$ cat config.mk
export PLATFORM = sky130hd
export DESIGN_NAME = ram_port_arb
export DESIGN_NICKNAME = d
export VERILOG_FILES = /design/src/rtl/ram_arb_pkg.sv /design/src/rtl/rr_pick.sv /design/src/rtl/ram_port_arb.sv
export SDC_FILE = /design/constraint.sdc
export NUM_CORES = 1
export LEC_CHECK = 0
export ABC_AREA = 1
export CAP_MARGIN = 20
export CORE_UTILIZATION = 36
export DETAILED_ROUTE_END_ITERATION = 6
export GPL_TIMING_DRIVEN = 1
export PLACE_DENSITY = 0.86
export SETUP_SLACK_MARGIN = 0.2
export SLEW_MARGIN = 10
export SYNTH_ARGS = -nofsm -noshare
export SYNTH_HDL_FRONTEND = slang
export SYNTH_SLANG_ARGS = --single-unit
$ cat constraint.sdc
create_clock -name clka -period 4.4 [get_ports clka]
set_input_delay 0.88 -clock clka [delete_from_list [all_inputs] [get_ports clka]]
set_output_delay 0.88 -clock clka [all_outputs]
set_load 0.005 [all_outputs]
$ cat src/rtl/ram_arb_pkg.sv
// ram_arb_pkg: shared types for the RAM port A arbiter.
//   owner_t     - arbiter ownership state (IDLE / OWN0 / OWN1)
//   req_beat_t  - one requester beat (we, last, addr, wdata), sized to the
//                 default RAM geometry used by ram_port_arb
//   NUM_REQ     - number of requesters sharing port A
package ram_arb_pkg;

    localparam int NUM_REQ    = 2;
    localparam int RAM_DATA_W = 32;
    localparam int RAM_ADDR_W = 10;

    typedef enum logic [1:0] {
        IDLE = 2'd0,
        OWN0 = 2'd1,
        OWN1 = 2'd2
    } owner_t;

    typedef struct packed {
        logic                  we;
        logic                  last;
        logic [RAM_ADDR_W-1:0] addr;
        logic [RAM_DATA_W-1:0] wdata;
    } req_beat_t;

endpackage

$ cat src/rtl/rr_pick.sv
// rr_pick: 2-way round-robin priority picker, purely combinational.
//   req  [1:0] in  - request vector
//   prio       in  - requester that wins when both request
//   gnt  [1:0] out - one-hot (or zero) grant
module rr_pick
    import ram_arb_pkg::*;
(
    input  logic [NUM_REQ-1:0] req,
    input  logic               prio,
    output logic [NUM_REQ-1:0] gnt
);

    assign gnt[0] = req[0] & (~req[1] | ~prio);
    assign gnt[1] = req[1] & (~req[0] |  prio);

endmodule

$ cat src/rtl/ram_port_arb.sv
// ram_port_arb: round-robin arbiter for port A of the waveform RAM.
// Requester 0 = table loader, requester 1 = DDS/debug readback.
// An owner keeps the port for a burst until it signals last, drops its
// request, or has taken MAX_BURST beats while the other side waits.
//
// Ports:
//   clka, rst_n                 clock (also RAM clock), async active-low reset
//   reqN/weN/lastN/addrN/wdataN requester beat inputs
//   gntN                        combinational beat accept
//   rvalidN/rdataN              read return, one cycle after an accepted read
//   ram_wea/ram_addra/ram_dina  RAM port A drive
//   ram_douta                   RAM port A read data
// Optional (macro RAM_PORT_ARB_STATS_EN):
//   grant_cnt0/1, stall_cnt     saturating statistics counters
module ram_port_arb
    import ram_arb_pkg::*;
#(
    parameter int DATA_WIDTH = RAM_DATA_W,
    parameter int ADDR_WIDTH = RAM_ADDR_W,
    parameter int MAX_BURST  = 16,
    parameter int CNT_WIDTH  = 16
) (
    input  logic                  clka,
    input  logic                  rst_n,
    input  logic                  req0,
    input  logic                  req1,
    input  logic                  we0,
    input  logic                  we1,
    input  logic                  last0,
    input  logic                  last1,
    input  logic [ADDR_WIDTH-1:0] addr0,
    input  logic [ADDR_WIDTH-1:0] addr1,
    input  logic [DATA_WIDTH-1:0] wdata0,
    input  logic [DATA_WIDTH-1:0] wdata1,
    output logic                  gnt0,
    output logic                  gnt1,
    output logic                  rvalid0,
    output logic                  rvalid1,
    output logic [DATA_WIDTH-1:0] rdata0,
    output logic [DATA_WIDTH-1:0] rdata1,
    output logic                  ram_wea,
    output logic [ADDR_WIDTH-1:0] ram_addra,
    output logic [DATA_WIDTH-1:0] ram_dina,
`ifdef RAM_PORT_ARB_STATS_EN
    output logic [CNT_WIDTH-1:0]  grant_cnt0,
    output logic [CNT_WIDTH-1:0]  grant_cnt1,
    output logic [CNT_WIDTH-1:0]  stall_cnt,
`endif
    input  logic [DATA_WIDTH-1:0] ram_douta
);

    localparam int BCNT_W = $clog2(MAX_BURST) + 1;
    localparam logic [BCNT_W-1:0] BURST_TOP = BCNT_W'(MAX_BURST - 1);

    owner_t            owner_q, owner_d;
    logic              rr_q, rr_d;
    logic [BCNT_W-1:0] bcnt_q, bcnt_d;

    logic [NUM_REQ-1:0] req_v, idle_gnt, gnt_v, hand_req, hand_gnt;
    req_beat_t          beat0, beat1, beat_sel;
    logic               acc, cur_x, other_req, eob;
    owner_t             hand_owner;

    logic [ADDR_WIDTH-1:0] addr_q;
    logic [DATA_WIDTH-1:0] dina_q;
    logic                  rvalid0_q, rvalid1_q;

    assign req_v = {req1, req0};
    assign beat0 = '{we: we0, last: last0, addr: addr0, wdata: wdata0};
    assign beat1 = '{we: we1, last: last1, addr: addr1, wdata: wdata1};

    // Fresh arbitration when nobody owns the port.
    rr_pick u_idle_pick (
        .req  (req_v),
        .prio (rr_q),
        .gnt  (idle_gnt)
    );

    // Handover: only the non-current requester may take the port next.
    assign hand_req = cur_x ? {1'b0, req0} : {req1, 1'b0};

    rr_pick u_hand_pick (
        .req  (hand_req),
        .prio (~cur_x),
        .gnt  (hand_gnt)
    );

    assign hand_owner = hand_gnt[0] ? OWN0 : (hand_gnt[1] ? OWN1 : IDLE);

    // State register.
    always_ff @(posedge clka or negedge rst_n) begin
        if (!rst_n) begin
            owner_q <= IDLE;
            rr_q    <= 1'b0;
            bcnt_q  <= '0;
        end else begin
            owner_q <= owner_d;
            rr_q    <= rr_d;
            bcnt_q  <= bcnt_d;
        end
    end

    // Output decode: grants. Gated by reset so nothing is accepted while held.
    always_comb begin
        gnt_v = '0;
        case (owner_q)
            IDLE:    gnt_v = idle_gnt;
            OWN0:    gnt_v = {1'b0, req0};
            OWN1:    gnt_v = {req1, 1'b0};
            default: gnt_v = '0;
        endcase
        if (!rst_n) gnt_v = '0;
    end

    assign gnt0 = gnt_v[0];
    assign gnt1 = gnt_v[1];
    assign acc  = |gnt_v;

    // Requester of interest: the granted one on a beat, else the owner.
    assign cur_x     = acc ? gnt_v[1] : (owner_q == OWN1);
    assign beat_sel  = cur_x ? beat1 : beat0;
    assign other_req = cur_x ? req0 : req1;
    assign eob       = beat_sel.last | ((bcnt_q == BURST_TOP) & other_req);

    // Next-state logic.
    always_comb begin
        owner_d = owner_q;
        rr_d    = rr_q;
        bcnt_d  = bcnt_q;
        if (acc) begin
            if (eob) begin
                owner_d = hand_owner;
                rr_d    = ~cur_x;
                bcnt_d  = '0;
            end else begin
                owner_d = cur_x ? OWN1 : OWN0;
                // At BURST_TOP without eob the other side is idle: hold, so
                // an uncontended burst never terminates on count.
                if (bcnt_q != BURST_TOP) bcnt_d = bcnt_q + BCNT_W'(1);
            end
        end else if (owner_q != IDLE) begin
            // Owner dropped its request mid-burst.
            owner_d = hand_owner;
            rr_d    = ~cur_x;
            bcnt_d  = '0;
        end
    end

    // RAM drive: live beat when accepted, otherwise the last accepted values.
    always_ff @(posedge clka or negedge rst_n) begin
        if (!rst_n) begin
            addr_q <= '0;
            dina_q <= '0;
        end else if (acc) begin
            addr_q <= beat_sel.addr;
            dina_q <= beat_sel.wdata;
        end
    end

    assign ram_wea   = acc & beat_sel.we;
    assign ram_addra = acc ? beat_sel.addr  : addr_q;
    assign ram_dina  = acc ? beat_sel.wdata : dina_q;

    // Read return. Writes never flag rvalid: NO CHANGE mode leaves douta stale.
    always_ff @(posedge clka or negedge rst_n) begin
        if (!rst_n) begin
            rvalid0_q <= 1'b0;
            rvalid1_q <= 1'b0;
        end else begin
            rvalid0_q <= gnt_v[0] & ~we0;
            rvalid1_q <= gnt_v[1] & ~we1;
        end
    end

    assign rvalid0 = rvalid0_q;
    assign rvalid1 = rvalid1_q;
    assign rdata0  = ram_douta;
    assign rdata1  = ram_douta;

`ifdef RAM_PORT_ARB_STATS_EN
    localparam logic [CNT_WIDTH-1:0] CNT_MAX = '1;

    logic stall;
    assign stall = (req0 & ~gnt_v[0]) | (req1 & ~gnt_v[1]);

    always_ff @(posedge clka or negedge rst_n) begin
        if (!rst_n) begin
            grant_cnt0 <= '0;
            grant_cnt1 <= '0;
            stall_cnt  <= '0;
        end else begin
            if (gnt_v[0] && grant_cnt0 != CNT_MAX) grant_cnt0 <= grant_cnt0 + CNT_WIDTH'(1);
            if (gnt_v[1] && grant_cnt1 != CNT_MAX) grant_cnt1 <= grant_cnt1 + CNT_WIDTH'(1);
            if (stall    && stall_cnt  != CNT_MAX) stall_cnt  <= stall_cnt  + CNT_WIDTH'(1);
        end
    end
`endif

endmodule

# After elaboration in Yosys (flattened, before gate mapping)
# Cells that the tools add are included.
classes:
  add_sub_neg: 1
  n_mul: 0
  div_mod_pow: 0
  order_cmp: 0
  n_eq_ne: 6
  n_shift: 0
  n_mux: 21
  n_bitwise: 21
  reduce_logical: 6
op_table:
  columns: ["op", "n"]
  rows:
  - ["$mux 44", 1]
  - ["$mux 32", 1]
  - ["$mux 5", 4]
  - ["$mux 2", 8]
  - ["$mux 10", 1]
  - ["$and 1x1->1", 8]
  - ["$not 1->1", 8]
  - ["$pmux 2 s3", 1]
  - ["$add 5x1->5 const B", 1]
  - ["$eq 5x4->1 const B", 1]
  - ["$mux 1", 5]
  - ["$ne 5x4->1 const B", 1]
  - ["$or 1x1->1", 5]
  - ["$reduce_and 2->1", 2]
  - ["$reduce_bool 2->1", 2]
  - ["$ne 3x1->1 const B", 1]
  - ["$eq 2x1->1 const B", 1]
  - ["$eq 2x2->1 const B", 1]
  - ["$logic_not 2->1", 1]
  - ["$ne 2x1->1 const B", 1]
  - ["$reduce_or 2->1", 1]
totals:
  regBits: 52
  latch_bits: 0
  ramBits: 0
  rom_bits: 0
  input_bits: 124
  out_inout_bits: 111
  elab_cells: 62
  memories: 0

# Depth between registers and ports, before layout
depth:
  ltp_word: 15
  mapped_depth: 12
  mapped_depth_nobuf: 12

# By module
# From an unflattened synthesis, not the netlist that was laid out.
hier_totals:
  cells_unflattened: 348
  hier_area_um2: 2972.9
by_module_without_submodules:
  columns: ["mod", "n_inst", "cells_each", "area_each_um2", "seq_area_each_um2"]
  rows:
  - ["ram_port_arb", 1, 338, 2932.8, 1301.2]
  - ["rr_pick", 2, 5, 20.0, 0.0]

# Worst setup path after synthesis
# No wires, ideal clock.
synth_path:
  path_type: "input to output"
  start: "in req0"
  end: "out ram_addra[2]"
  arrival_time_ps: 1793
  t_required_ps: 3520
  setup_slack_ps: 1727
  cell_stages: 7
  n_path_buf: 2
  path_cell_list: "inv_1 -> nor2_2 -> nand3_2 -> buf_2 -> clkbuf_1 -> o21ai_0 -> o21ai_0"
synth_between:
  elab_chain_len: 9
  word_cells_on_any_way: 10
  cone_classes: "5 x mux; 4 x bitwise; 1 x reduce/logical"
synth_rtl:
  columns: ["item", "line", "rtl"]
  rows:
  - ["from (decl)", "ram_port_arb.sv:25", "input logic req0,"]
  - ["$not 1->1", "rr_pick.sv:14", "assign gnt[1] = req[1] & (~req[0] | prio);"]
  - ["$or 1x1->1", "rr_pick.sv:14", null]
  - ["$and 1x1->1", "rr_pick.sv:14", null]
  - ["$pmux 2 s3 *", "ram_port_arb.sv:106", "case (owner_q)"]
  - ["$mux 2 *", "ram_port_arb.sv:112", "if (!rst_n) gnt_v = '0;"]
  - ["$reduce_or 2->1", "ram_port_arb.sv:117", "assign acc = |gnt_v;"]
  - ["$mux 1", "ram_port_arb.sv:120", "assign cur_x = acc ? gnt_v[1] : (owner_q == OWN1);"]
  - ["$mux 44", "ram_port_arb.sv:121", "assign beat_sel = cur_x ? beat1 : beat0;"]
  - ["$mux 10 *", "ram_port_arb.sv:161", "assign ram_addra = acc ? beat_sel.addr : addr_q;"]
  - ["to (decl)", "ram_port_arb.sv:42", "output logic [ADDR_WIDTH-1:0] ram_addra,"]
# Mark *: on every way between the ends. The rest lies on a longest branch, timed or not.

# Worst setup path after layout
layout_path:
  start: "in req1"
  end: "out ram_dina[23]"
layout_between:
  elab_chain_len: 9
  word_cells_on_any_way: 10
  cone_classes: "5 x mux; 4 x bitwise; 1 x reduce/logical"
layout_rtl:
  columns: ["item", "line", "rtl"]
  rows:
  - ["from (decl)", "ram_port_arb.sv:26", "input logic req1,"]
  - ["$not 1->1", "rr_pick.sv:13", "assign gnt[0] = req[0] & (~req[1] | ~prio);"]
  - ["$or 1x1->1", "rr_pick.sv:13", null]
  - ["$and 1x1->1", "rr_pick.sv:13", null]
  - ["$pmux 2 s3 *", "ram_port_arb.sv:106", null]
  - ["$mux 2 *", "ram_port_arb.sv:112", null]
  - ["$reduce_or 2->1", "ram_port_arb.sv:117", null]
  - ["$mux 1", "ram_port_arb.sv:120", null]
  - ["$mux 44", "ram_port_arb.sv:121", null]
  - ["$mux 32 *", "ram_port_arb.sv:162", "assign ram_dina = acc ? beat_sel.wdata : dina_q;"]
  - ["to (decl)", "ram_port_arb.sv:43", "output logic [DATA_WIDTH-1:0] ram_dina,"]
# Marks and branches as above.

==> results.toml <==
[synthesis]
yosys-top-cells-area = "dfrtp_1 44%, buf_4 16%, o21ai_0 13%"
synth_top_area_cell = "dfrtp_1"
synth_area_um2 = 2990
yosysWarnings = 0
syn-num-nets = 505
avgSynthCellArea_um2 = 7.89
ys_types = 23
synth_seq_cells = 52
synth.top_cell.area_share_pct = 43.5
syn_inst = 379
ys_seq_area_share_pct = 43.5

[sta]
setup_violations = 0
rsz0062_at_grt = "no"
fin_skew_ns = 0.00704
period_minus_slack_ns = 3.95
max_freq_ghz = 0.253
worst_slew_pin_slew_ns = 0.567
finalHoldViolations = 0
slew_viol_final = 0
slew_headroom_pct = 62.2
post-route-period-util_pct = 89.8
fin_tns_setup_ns = 0
layout_setup_ws_ns = 0.448
hold_ws_ns = 0.447

[critical_path]
r2r_cells = 11
path_class = "in2out"
crit_path_max_incr_delay_ns = 0.56
crit_required_ns = 3.52
worst_ep_arrival_time_ns = 3.07
r2r_start = "owner_q[0]"
critPathMaxFanout = 48
end_kind = "primary output"
r2r_end = "bcnt_q[2]"
slowest_stage = "clkdlybuf4s50_1"
crit_chain = "clkdlybuf4s50_1 -> nand3_1 -> nand3_2 -> buf_4 -> o21ai_0 -> o21ai_0 -> clkdlybuf4s50_1"
cp-start-kind = "input pin"
r2r_slack_ns = 2.55

[finish]
final_layout_size_suffix_gt1_share_pct = 6.21
fin_cells = 553
fillers = 727
regArea_um2 = 1300
num-nets-final = 576
area_growth_pct = 37.8
multi_input_area_um2 = 1070
n_antenna_cell = 0

[global_route]
grt_start_max_net_pins = 49
gr-total-overflow = 0
antenna_found_initial = 0
grt_pass1_wl_um = 13200
grt_pass1_vias = 2761
grt_util_all_layers_pct = 19.2

[detailed_routing]
drt-pass1-iter-count = 4
first_iter_violations = 144
wl_per_cell_um = 14.9
routed_wl_um = 8250
ant_nets = 0
via_per_inst = 4.96
drc = 0
vias = 2741

[place]
post-place-ws_ns = 0.397
hpwlAfterDp_um = 6250
dp.cells = 545
routabilityCongestion = 0.768
port_buffers = 138

[cts]
path_clk_slew_ns = 0.10
clockBufferDepth = 2
cts_made_buffers = 5
post-cts-setup-buffers = 0
cts_tree = "yes"
clk_latency_ns = 0.30
cts_hold_buf = 0
clock-sinks = 52
cts-root-buf = "clkbuf_8"
cts.htree.levels = 2

[die]
die_area_um2 = 8680
die_width_um = 93.1
core_um2 = 7890
pin_count = 235
start_util_pct = 37.9
die_height_um = 93.1
placementRows = 32

[pwr]
p_leak_nw = 1.78
peakVddDrop_uv = 212
powerDensity_nw_per_um2 = 555

[job]
drv_cap = 0

[run_status]
status = "complete, no violations"

[worst_hold_path]
hp-class = "in2async"
per-stage QoR:
| step | total power (W) | area [µm²] | utilization, % |
|---|---|---|---|
| 2_1_floorplan | 0.00135 | 2990 | - |
| 3_3_place_gp | 0.00197 | 4030 | 51.1 |
| 3_5_place_dp | 0.00202 | 4030 | 51.1 |
| 4_1_cts | 0.00230 | 4120 | 52.2 |
| 5_1_grt | 0.00247 | 4120 | 52.2 |
| 6_report | 0.00229 | 4120 | 52.2 |
sequential cells by signal (all words and copies together) (netlist names):
name and cells:
addr_q 10, owner_q 2, bcnt_q 5, rvalid1 1, dina_q 32, rvalid0 1
rr_q 1
cell type report:
type | instances | share of cell area [%]
clock inverters | 3 | 0.456
multi-input cells | 230 | 26.1
well taps | 102 | 3.10
flip-flops and latches | 52 | 31.6
repair buffers | 146 | 35.8
clock buffers | 5 | 1.67
inverters | 15 | 1.37
worst max-delay path by stage:
stage / from / to / slack, ns / depth (start not counted)
final: req1 / ram_dina[23] / 0.45 / 7
after global routing: req1 / ram_dina[23] / 0.24 / 7
after CTS: req1 / ram_dina[23] / 0.40 / 7
after detailed placement: req1 / ram_dina[23] / 0.40 / 7
after global placement: req1 / ram_dina[23] / 0.51 / 7
after floorplan: req0 / ram_addra[2] / 1.73 / 7
cells in the mapped netlist (all sizes together):
cell type,n
inv,15
ha,2
nor3,1
clkbuf,10
xor2,1
dfrtp,52
nand4,1
o21ai,87
nand3,14
xnor2,1
a21oi,2
nor2,50
buf,72
nand2,71
what timing repair did:
item                                    in CTS  in global routing
endpoints found under the setup margin       0                  1
resized for setup                            0                  1
hold endpoints to repair                     0                  0
power breakdown:
group	total [W]	switching, W	leakage [nW]	internal (W)
combinational	0.00124	0.000596	1.11	0.000648
clock	0.000272	0.000161	0.0479	0.000111
sequential	0.000771	0.0000750	0.625	0.000696
cell families (layout without fill, tap and decap cells):
kind of cell	count (synthesis)	in the layout	share of synthesized area, %
adders and majority gates	2	2	0.837
xor gates and xnor gates	2	2	0.586
and+or+nand+nor	137	137	19.4
DFF	52	52	43.5
AOI/OAI and AO/OA	89	89	14.9
buffers and inverters	97	169	20.8
cells in the final DEF (no fill, tap or decap):
cell             netlist  routed
clkdlybuf4s50_1        0     137
o21ai_0               77      77
nand2_1               68      68
dfrtp_1               52      52
nor2_1                48      48
inv_1                 13      13
nand3_1               10      10
o21ai_1               10      10
clkbuf_8               0       5
buf_4                 64       5
nand3_2                3       3
buf_12                 0       3
inv_2                  2       2
nand2_2                3       2
a21oi_1                2       2
ha_1                   2       2
clkinv_2               0       2
nor2_2                 1       1
nand2_4                0       1
nor3_1                 1       1
nand3_4                1       1
nand4_1                1       1
nor2_4                 1       1
xor2_1                 1       1
xnor2_1                1       1
clkinv_4               0       1
buf_2                  7       1
critical path: cells and delay by family:
family	cells	cell delay, ns
buffers and inverters	3	1.48
AO/OA/AOI/OAI	2	0.48
AND/OR/NAND/NOR	2	0.20
layer usage:
| layer | global-route usage (%) | share of wire [%] |
|---|---|---|
| met1 | 21.8 | 40 |
| met2 | 34.9 | 50 |
| met3 | 5.20 | 7.7 |
| met4 | 5.77 | 1.8 |
| met5 | 0 | 0 |
No activity file was read; power rests on OpenSTA's default activity.
